## config.mk

```make
export PLATFORM = sky130hd
export DESIGN_NAME = id_ex_register
export DESIGN_NICKNAME = d
export VERILOG_FILES = /design/src/rtl/mips_pkg.sv /design/src/rtl/hazard_detect.sv /design/src/rtl/id_ex_register.sv
export SDC_FILE = /design/constraint.sdc
export NUM_CORES = 1
export LEC_CHECK = 0
export ABC_CLOCK_PERIOD_IN_PS = 2900
export CORE_MARGIN = 1.5
export CORE_UTILIZATION = 40
export CTS_CLUSTER_SIZE = 30
export DETAILED_ROUTE_END_ITERATION = 16
export HOLD_SLACK_MARGIN = 0.03
export PLACE_DENSITY = 0.79
export SLEW_MARGIN = 10
export SYNTH_ARGS = -nofsm -noshare
export SYNTH_HDL_FRONTEND = slang
export SYNTH_SLANG_ARGS = --single-unit
export TNS_END_PERCENT = 50
```

## constraint.sdc

```tcl
create_clock -name clk -period 2.9 [get_ports clk]
set_input_delay 0.58 -clock clk [delete_from_list [all_inputs] [get_ports clk]]
set_output_delay 0.58 -clock clk [all_outputs]
set_load 0.01 [all_outputs]
```

## src/rtl/mips_pkg.sv

```systemverilog
`default_nettype none
// ============================================================================
// Module      : mips_pkg
// Description : Shared types and constants for the MIPS pipeline registers.
// Revision    : 1.0 - initial release
// ============================================================================
package mips_pkg;

    localparam int DATA_W     = 16;
    localparam int REG_W      = 4;
    localparam int ALU_CTRL_W = 4;

    localparam logic [ALU_CTRL_W-1:0] ALU_NOP = 4'b0000;

    typedef struct packed {
        logic                  writeEN1;
        logic                  writeEN2;
        logic                  Op1Mux;
        logic                  Op2Mux;
        logic                  dataMemWR;
        logic                  dataMemRD;
        logic                  dirALUMux;
        logic                  wbMUX;
        logic [ALU_CTRL_W-1:0] aLUControl;
    } ctrl_t;

    localparam ctrl_t BUBBLE_CTRL = '{
        writeEN1:   1'b0,
        writeEN2:   1'b0,
        Op1Mux:     1'b0,
        Op2Mux:     1'b0,
        dataMemWR:  1'b0,
        dataMemRD:  1'b0,
        dirALUMux:  1'b0,
        wbMUX:      1'b0,
        aLUControl: ALU_NOP
    };

endpackage
`default_nettype wire

```

## src/rtl/hazard_detect.sv

```systemverilog
`default_nettype none
// ============================================================================
// Module      : hazard_detect
// Description : Combinational load-use hazard detection and stall request.
// Revision    : 1.0 - initial release
// ============================================================================
module hazard_detect #(
    parameter int REG_W = 4
) (
    input  logic             i_ex_valid,
    input  logic             i_ex_dataMemRD,
    input  logic [REG_W-1:0] i_ex_rd_addr,
    input  logic             i_id_valid,
    input  logic             i_id_Op2Mux,
    input  logic [REG_W-1:0] i_id_rs_addr,
    input  logic [REG_W-1:0] i_id_rt_addr,
    input  logic             i_ex_flush,
    input  logic             i_ex_hold,
    output logic             o_load_use,
    output logic             o_stall
);

    logic w_rs_match;
    logic w_rt_match;

    // rt only matters as a source when Op2Mux selects the register, not the immediate
    assign w_rs_match = (i_ex_rd_addr == i_id_rs_addr);
    assign w_rt_match = !i_id_Op2Mux && (i_ex_rd_addr == i_id_rt_addr);

    assign o_load_use = i_ex_valid && i_ex_dataMemRD && i_id_valid
                        && (i_ex_rd_addr != '0) && (w_rs_match || w_rt_match);

    assign o_stall = (o_load_use || i_ex_hold) && !i_ex_flush;

endmodule
`default_nettype wire

```

## src/rtl/id_ex_register.sv

```systemverilog
`default_nettype none
// ============================================================================
// Module      : id_ex_register
// Description : ID/EX pipeline register with load-use bubble, flush, hold
//               and a saturating bubble counter.
// Revision    : 1.0 - initial release
// ============================================================================
module id_ex_register #(
    parameter int DATA_W = 16,
    parameter int REG_W  = 4,
    parameter int CNT_W  = 16
) (
    input  logic              clk,
    input  logic              rst_n,
    input  logic              id_valid,
    input  logic              id_writeEN1,
    input  logic              id_writeEN2,
    input  logic              id_Op1Mux,
    input  logic              id_Op2Mux,
    input  logic              id_dataMemWR,
    input  logic              id_dataMemRD,
    input  logic              id_dirALUMux,
    input  logic              id_wbMUX,
    input  logic [3:0]        id_aLUControl,
    input  logic [REG_W-1:0]  id_rs_addr,
    input  logic [REG_W-1:0]  id_rt_addr,
    input  logic [REG_W-1:0]  id_rd_addr,
    input  logic [DATA_W-1:0] id_rs_data,
    input  logic [DATA_W-1:0] id_rt_data,
    input  logic [DATA_W-1:0] id_imm,
    input  logic              ex_flush,
    input  logic              ex_hold,
    output logic              ex_valid,
    output logic              ex_writeEN1,
    output logic              ex_writeEN2,
    output logic              ex_Op1Mux,
    output logic              ex_Op2Mux,
    output logic              ex_dataMemWR,
    output logic              ex_dataMemRD,
    output logic              ex_dirALUMux,
    output logic              ex_wbMUX,
    output logic [3:0]        ex_aLUControl,
    output logic [REG_W-1:0]  ex_rs_addr,
    output logic [REG_W-1:0]  ex_rt_addr,
    output logic [REG_W-1:0]  ex_rd_addr,
    output logic [DATA_W-1:0] ex_rs_data,
    output logic [DATA_W-1:0] ex_rt_data,
    output logic [DATA_W-1:0] ex_imm,
    output logic              stall,
    output logic [CNT_W-1:0]  bubble_cnt
);

    import mips_pkg::*;

    localparam logic [CNT_W-1:0] C_CNT_MAX = {CNT_W{1'b1}};
    localparam logic [CNT_W-1:0] C_CNT_ONE = {{(CNT_W-1){1'b0}}, 1'b1};

    ctrl_t              w_id_ctrl;
    ctrl_t              r_ex_ctrl;
    logic               r_ex_valid;
    logic [REG_W-1:0]   r_ex_rs_addr;
    logic [REG_W-1:0]   r_ex_rt_addr;
    logic [REG_W-1:0]   r_ex_rd_addr;
    logic [DATA_W-1:0]  r_ex_rs_data;
    logic [DATA_W-1:0]  r_ex_rt_data;
    logic [DATA_W-1:0]  r_ex_imm;
    logic [CNT_W-1:0]   r_bubble_cnt;
    logic               w_load_use;
    logic               w_stall;

    assign w_id_ctrl = '{
        writeEN1:   id_writeEN1,
        writeEN2:   id_writeEN2,
        Op1Mux:     id_Op1Mux,
        Op2Mux:     id_Op2Mux,
        dataMemWR:  id_dataMemWR,
        dataMemRD:  id_dataMemRD,
        dirALUMux:  id_dirALUMux,
        wbMUX:      id_wbMUX,
        aLUControl: id_aLUControl
    };

    hazard_detect #(
        .REG_W (REG_W)
    ) u_hazard_detect (
        .i_ex_valid     (r_ex_valid),
        .i_ex_dataMemRD (r_ex_ctrl.dataMemRD),
        .i_ex_rd_addr   (r_ex_rd_addr),
        .i_id_valid     (id_valid),
        .i_id_Op2Mux    (id_Op2Mux),
        .i_id_rs_addr   (id_rs_addr),
        .i_id_rt_addr   (id_rt_addr),
        .i_ex_flush     (ex_flush),
        .i_ex_hold      (ex_hold),
        .o_load_use     (w_load_use),
        .o_stall        (w_stall)
    );

    // Priority: flush > hold > load-use bubble > load (invalid ID loads as bubble)
    always_ff @(posedge clk or negedge rst_n) begin
        if (!rst_n) begin
            r_ex_valid   <= 1'b0;
            r_ex_ctrl    <= BUBBLE_CTRL;
            r_ex_rs_addr <= '0;
            r_ex_rt_addr <= '0;
            r_ex_rd_addr <= '0;
            r_ex_rs_data <= '0;
            r_ex_rt_data <= '0;
            r_ex_imm     <= '0;
        end else if (ex_hold && !ex_flush) begin
            r_ex_valid   <= r_ex_valid;
        end else if (ex_flush || w_load_use || !id_valid) begin
            r_ex_valid   <= 1'b0;
            r_ex_ctrl    <= BUBBLE_CTRL;
            r_ex_rs_addr <= '0;
            r_ex_rt_addr <= '0;
            r_ex_rd_addr <= '0;
            r_ex_rs_data <= '0;
            r_ex_rt_data <= '0;
            r_ex_imm     <= '0;
        end else begin
            r_ex_valid   <= 1'b1;
            r_ex_ctrl    <= w_id_ctrl;
            r_ex_rs_addr <= id_rs_addr;
            r_ex_rt_addr <= id_rt_addr;
            r_ex_rd_addr <= id_rd_addr;
            r_ex_rs_data <= id_rs_data;
            r_ex_rt_data <= id_rt_data;
            r_ex_imm     <= id_imm;
        end
    end

    // Only load-use bubbles count; flush and hold both suppress the increment
    always_ff @(posedge clk or negedge rst_n) begin
        if (!rst_n) begin
            r_bubble_cnt <= '0;
        end else if (w_load_use && !ex_flush && !ex_hold && (r_bubble_cnt != C_CNT_MAX)) begin
            r_bubble_cnt <= r_bubble_cnt + C_CNT_ONE;
        end
    end

    assign ex_valid      = r_ex_valid;
    assign ex_writeEN1   = r_ex_ctrl.writeEN1;
    assign ex_writeEN2   = r_ex_ctrl.writeEN2;
    assign ex_Op1Mux     = r_ex_ctrl.Op1Mux;
    assign ex_Op2Mux     = r_ex_ctrl.Op2Mux;
    assign ex_dataMemWR  = r_ex_ctrl.dataMemWR;
    assign ex_dataMemRD  = r_ex_ctrl.dataMemRD;
    assign ex_dirALUMux  = r_ex_ctrl.dirALUMux;
    assign ex_wbMUX      = r_ex_ctrl.wbMUX;
    assign ex_aLUControl = r_ex_ctrl.aLUControl;
    assign ex_rs_addr    = r_ex_rs_addr;
    assign ex_rt_addr    = r_ex_rt_addr;
    assign ex_rd_addr    = r_ex_rd_addr;
    assign ex_rs_data    = r_ex_rs_data;
    assign ex_rt_data    = r_ex_rt_data;
    assign ex_imm        = r_ex_imm;
    assign stall         = w_stall;
    assign bubble_cnt    = r_bubble_cnt;

endmodule
`default_nettype wire
```

# Word level (Yosys, flattened, before mapping)
# Index checks and enable logic that the tools add are counted.
[word_totals] regBits=89 in_bits=77 out_inout_bits=90
[classes] addsub=1 n_eq_ne=3 mux=8 n_reduce_logical=19
[ops] operator="$mux 16" count=3
[ops] operator="$add 16x1->16 const B" count=1
[ops] operator="$ne 16x16->1 const B" count=1
[ops] operator="$mux 12" count=1
[ops] operator="$mux 4" count=3
[ops] operator="$logic_and 1x1->1" count=10
[ops] operator="$eq 4x4->1" count=2
[ops] operator="$logic_not 1->1" count=4
[ops] operator="$logic_or 1x1->1" count=4
[ops] operator="$reduce_bool 4->1" count=1
[ops] operator="$mux 1" count=1

# Logic depth before layout (Yosys ltp)
[depth] depth_word=7 ltp_mapped=8

# Cells and area by module
# Synthesis repeated with hierarchy kept, for this count alone.
[unflattened] hier_cells=249 hier_area_um2=3443.3
[by_module_without_submodules] module="id_ex_register" instances=1 cells_per_inst=232 area_each_um2=3313.2 seq_area_each_um2=2227.1
[by_module_without_submodules] module="hazard_detect" instances=1 cells_per_inst=17 area_each_um2=130.1 seq_area_each_um2=0.0

# Least setup slack after synthesis
# OpenSTA, ideal clock, no wires.
[synth_path] path_kind="in2out" from="input port id_rt_addr[3]" to="output port stall" arrival_ps=1448 t_required_ps=2320 slack_ps=872 stages=5 path_buffers=0 cell_sequence="xnor2_1 > nand3_1 > o31ai_4 > nand2_1 > a21oi_1"
[synth_via] elab_chain_len=6
[synth_lines] element="start, declared" line="id_ex_register.sv:26" text="input logic [REG_W-1:0] id_rt_addr,"
[synth_lines] element="$eq 4x4->1" line="hazard_detect.sv:28" text="assign w_rt_match = !i_id_Op2Mux && (i_ex_rd_addr == i_id_rt_addr);"
[synth_lines] element="$logic_and 1x1->1" line="hazard_detect.sv:28"
[synth_lines] element="$logic_or 1x1->1" line="hazard_detect.sv:31" text="&& (i_ex_rd_addr != '0) && (w_rs_match || w_rt_match);"
[synth_lines] element="$logic_and 1x1->1" line="hazard_detect.sv:31"
[synth_lines] element="$logic_or 1x1->1" line="hazard_detect.sv:33" text="assign o_stall = (o_load_use || i_ex_hold) && !i_ex_flush;"
[synth_lines] element="$logic_and 1x1->1" line="hazard_detect.sv:33"
[synth_lines] element="end, declared" line="id_ex_register.sv:49" text="output logic stall,"
# Every way passes these cells.

# Worst setup path after layout
[layout_path] from="input port id_rt_addr[0]" to="output port stall"
# The elaborated chain is that of the path after synthesis.

==> metrics.cfg <==
[cells_and_area]
layout_common_cells=164 x clkdlybuf4s50_1, 89 x dfrtp_1, 72 x a22o_1, 12 x xor2_1, 11 x nand2_1
syn2layout_area_growth_pct=57.1
finalNetCount=500
final_common_cell=clkdlybuf4s50_1
final_util_pct=65.9
antenna_cells=0
drive_gt1_share_pct=6.34
fillers=637
layout.cells.non_filler=531

[pwr]
p_int_w=0.00213
combPwrFrac_pct=12.0
powerDensity_nw_per_um2=492
irDropWorstVdd_mv=0.262
seqPwrFrac_pct=48.2
p_clk_share_pct=39.8
leakagePower_nw=2.44
switchingPower_w=0.000572
p_sw_share_pct=21.1

[route]
wl_um=8990
drtPass1Iterations=6
drcViolationCount=0
detail_route.vias_per_cell=5.18
drtIter0Drc=103
via_count=2749
wire_per_inst_um=16.9
postRouteAntennaNets=0

[clock_network]
cts_tree=done
cts_max_level=3
clockRootBuffer=clkbuf_8
cts_made_buffers=9
worstSkewPairLatency_ns=0.34
clk_pin_slew_worst_paths_ns=0.08
cts.sinks=89
cts_hold_buf=0
cts_buffer_depth=2

[timing]
tightest_slew_ns=1.07
fin_ws_ns=0.125
fin_skew_ns=0.00644
rsz0062_at_grt=no
finalHoldViolations=0
final-max-slew-violation-count=0
period_share_pct=95.7
worst_hold_slack_ns=0.426
fin_tns_setup_ns=0
maxSlewHeadroom_pct=28.3
setup_viol=0
fin_crit_ns=2.77
max_freq_mhz=360

[synth]
syn_nets=334
ys_ff_latch=89
syn_area_um2=3500
yosysWarnings=0
yosysSeqAreaShare_pct=63.6
synth.distinct_cells=25
avgSynthCellArea_um2=13.7
netlist_instances=256

[floorplanning]
core_area_um2=8340
row_count=33
die_w_um=96.5
boundaryPins=167
initial_core_util_pct=42.0
die_h_um=96.5
dieArea_um2=9320

[global_routing]
grt_use_total_pct=19.7
antenna_found_initial=0
grt_pass1_wl_um=13800
grt_pass1_vias=2774
grt_max_degree=90
gr-total-overflow=0

[worst_setup_path]
end_kind=output pin
required_ns=2.32
cp_max_fo=2
critical_path_class=input port to output pin
critPathArrivalTime_ns=2.19
cp-start-kind=input port

[place]
dpl_worst_slack_ns=-0.142
placedCellCount=516
place_congestion=0.859
portBuffers=166
dp.final_hpwl_um=6250

[worst_hold_path]
hp-class=input port to asynchronous set/reset pin

[flow_run]
max-cap-violations=0

[run_status]
status=finished, final reports clean

-- final timing paths --
check                                                  to  slack (ns)                       from  cells past startpoint
worst max-delay path                                stall        0.13              id_rt_addr[0]                      7
worst min-delay path            bubble_cnt[4]$_DFFE_PN0P_        0.43                      rst_n                      1
worst max register to register  ex_rt_addr[3]$_DFFE_PN0N_        0.75  ex_rd_addr[0]$_DFFE_PN0N_                      7
worst min register to register  bubble_cnt[9]$_DFFE_PN0P_        0.50  bubble_cnt[9]$_DFFE_PN0P_                      1
max in group asynchronous           ex_imm[8]$_DFFE_PN0N_        1.78                      rst_n                      1
min in group clk                bubble_cnt[9]$_DFFE_PN0P_        0.50  bubble_cnt[9]$_DFFE_PN0P_                      1
-- metrics by stage --
| stage | cell area, um^2 | power [W] |
|---|---|---|
| after floorplan | 3500 | 0.00143 |
| after global placement | 5240 | 0.00165 |
| after detailed placement | 5240 | 0.00166 |
| after CTS | 5490 | 0.00274 |
| after global routing | 5500 | 0.00282 |
| final | 5500 | 0.00271 |
-- repair_timing --
| item | 4_1_cts | 5_1_grt |
|---|---|---|
| setup endpoints to repair | 1 | 1 |
| resized for setup | 1 | 1 |
| endpoints found under the hold margin | 0 | 0 |
| gates cloned | 0 | 0 |
| buffers inserted | 0 | 0 |
-- final cells by class --
| class | instances | area, um^2 | area share [%] |
|---|---|---|---|
| Multi-Input combinational cell | 149 | 1160 | 21.1 |
| Clock buffer | 10 | 128 | 2.32 |
| Sequential cell | 89 | 2230 | 40.5 |
| Tap cell | 105 | 131 | 2.39 |
| Timing Repair Buffer | 170 | 1710 | 31.2 |
| Inverter | 3 | 11.3 | 0.205 |
| Clock inverter | 5 | 129 | 2.34 |
-- worst max-delay path, stage by stage --
cell and delay [ns]:
clkdlybuf4s50_1 0.51, xnor2_1 0.15, nand3_1 0.15, o31ai_4 0.26, nand2_1 0.11, a21oi_2 0.16
dlygate4sd2_1 0.29
-- synthesized netlist by cell type --
| cell type | n | area share [%] |
|---|---|---|
| a21o_1 | 1 | 0.21 |
| a21oi_1 | 2 | 0.29 |
| a22o_1 | 72 | 18 |
| a311oi_1 | 1 | 0.25 |
| a41oi_1 | 1 | 0.25 |
| and3_1 | 4 | 0.71 |
| buf_6 | 8 | 2.6 |
| clkbuf_1 | 7 | 0.75 |
| dfrtp_1 | 89 | 64 |
| ha_1 | 1 | 0.36 |
| inv_1 | 3 | 0.32 |
| mux2_2 | 2 | 0.64 |
| nand2_1 | 11 | 1.2 |
| nand2b_1 | 1 | 0.18 |
| nand3_1 | 5 | 0.71 |
| nand3_2 | 1 | 0.29 |
| nand4_1 | 6 | 1.1 |
| nor2_1 | 10 | 1.1 |
| nor3_1 | 6 | 0.86 |
| nor4_1 | 1 | 0.18 |
| nor4_2 | 1 | 0.36 |
| o31ai_4 | 1 | 0.61 |
| or4_1 | 1 | 0.21 |
| xnor2_1 | 9 | 2.3 |
| xor2_1 | 12 | 3.0 |
-- cells by family (layout without fill, tap and decap cells) --
logic type	Yosys count	in the layout	share of synthesized area [%]
AOI/OAI and AO/OA	78	78	19.6
buffers and inverters	18	188	3.65
and+or+nand+nor	47	47	6.83
xor gates and xnor gates	21	21	5.26
muxes	2	2	0.644
DFF	89	89	63.6
adders and majority gates	1	1	0.357
-- sequential cells by signal (all words and copies together) (netlist names), 4 cells and up --
register       flops
ex_aLUControl      4
bubble_cnt        16
ex_rs_data        16
ex_imm            16
ex_rd_addr         4
ex_rs_addr         4
ex_rt_data        16
ex_rt_addr         4
-- metal layers --
| metal | vias up | share of wire [%] | GRT usage, % |
|---|---|---|---|
| li1 | 1287 | - | - |
| met1 | 1344 | 42 | 26.0 |
| met2 | 106 | 49 | 31.1 |
| met3 | 12 | 6.9 | 4.46 |
| met4 | 0 | 1.7 | 8.70 |
| met5 | - | 0 | 0 |
-- power by group through the flow --
stage / clock, W / sequential [W] / combinational (W)
after detailed placement: 0 / 0.00133 / 0.000330
after global routing: 0.00116 / 0.00131 / 0.000350
after CTS: 0.00110 / 0.00130 / 0.000329
after global placement: 0 / 0.00133 / 0.000324
final: 0.00108 / 0.00130 / 0.000325
after floorplan: 0 / 0.00134 / 0.0000835
(Power assumes the default switching activity.)
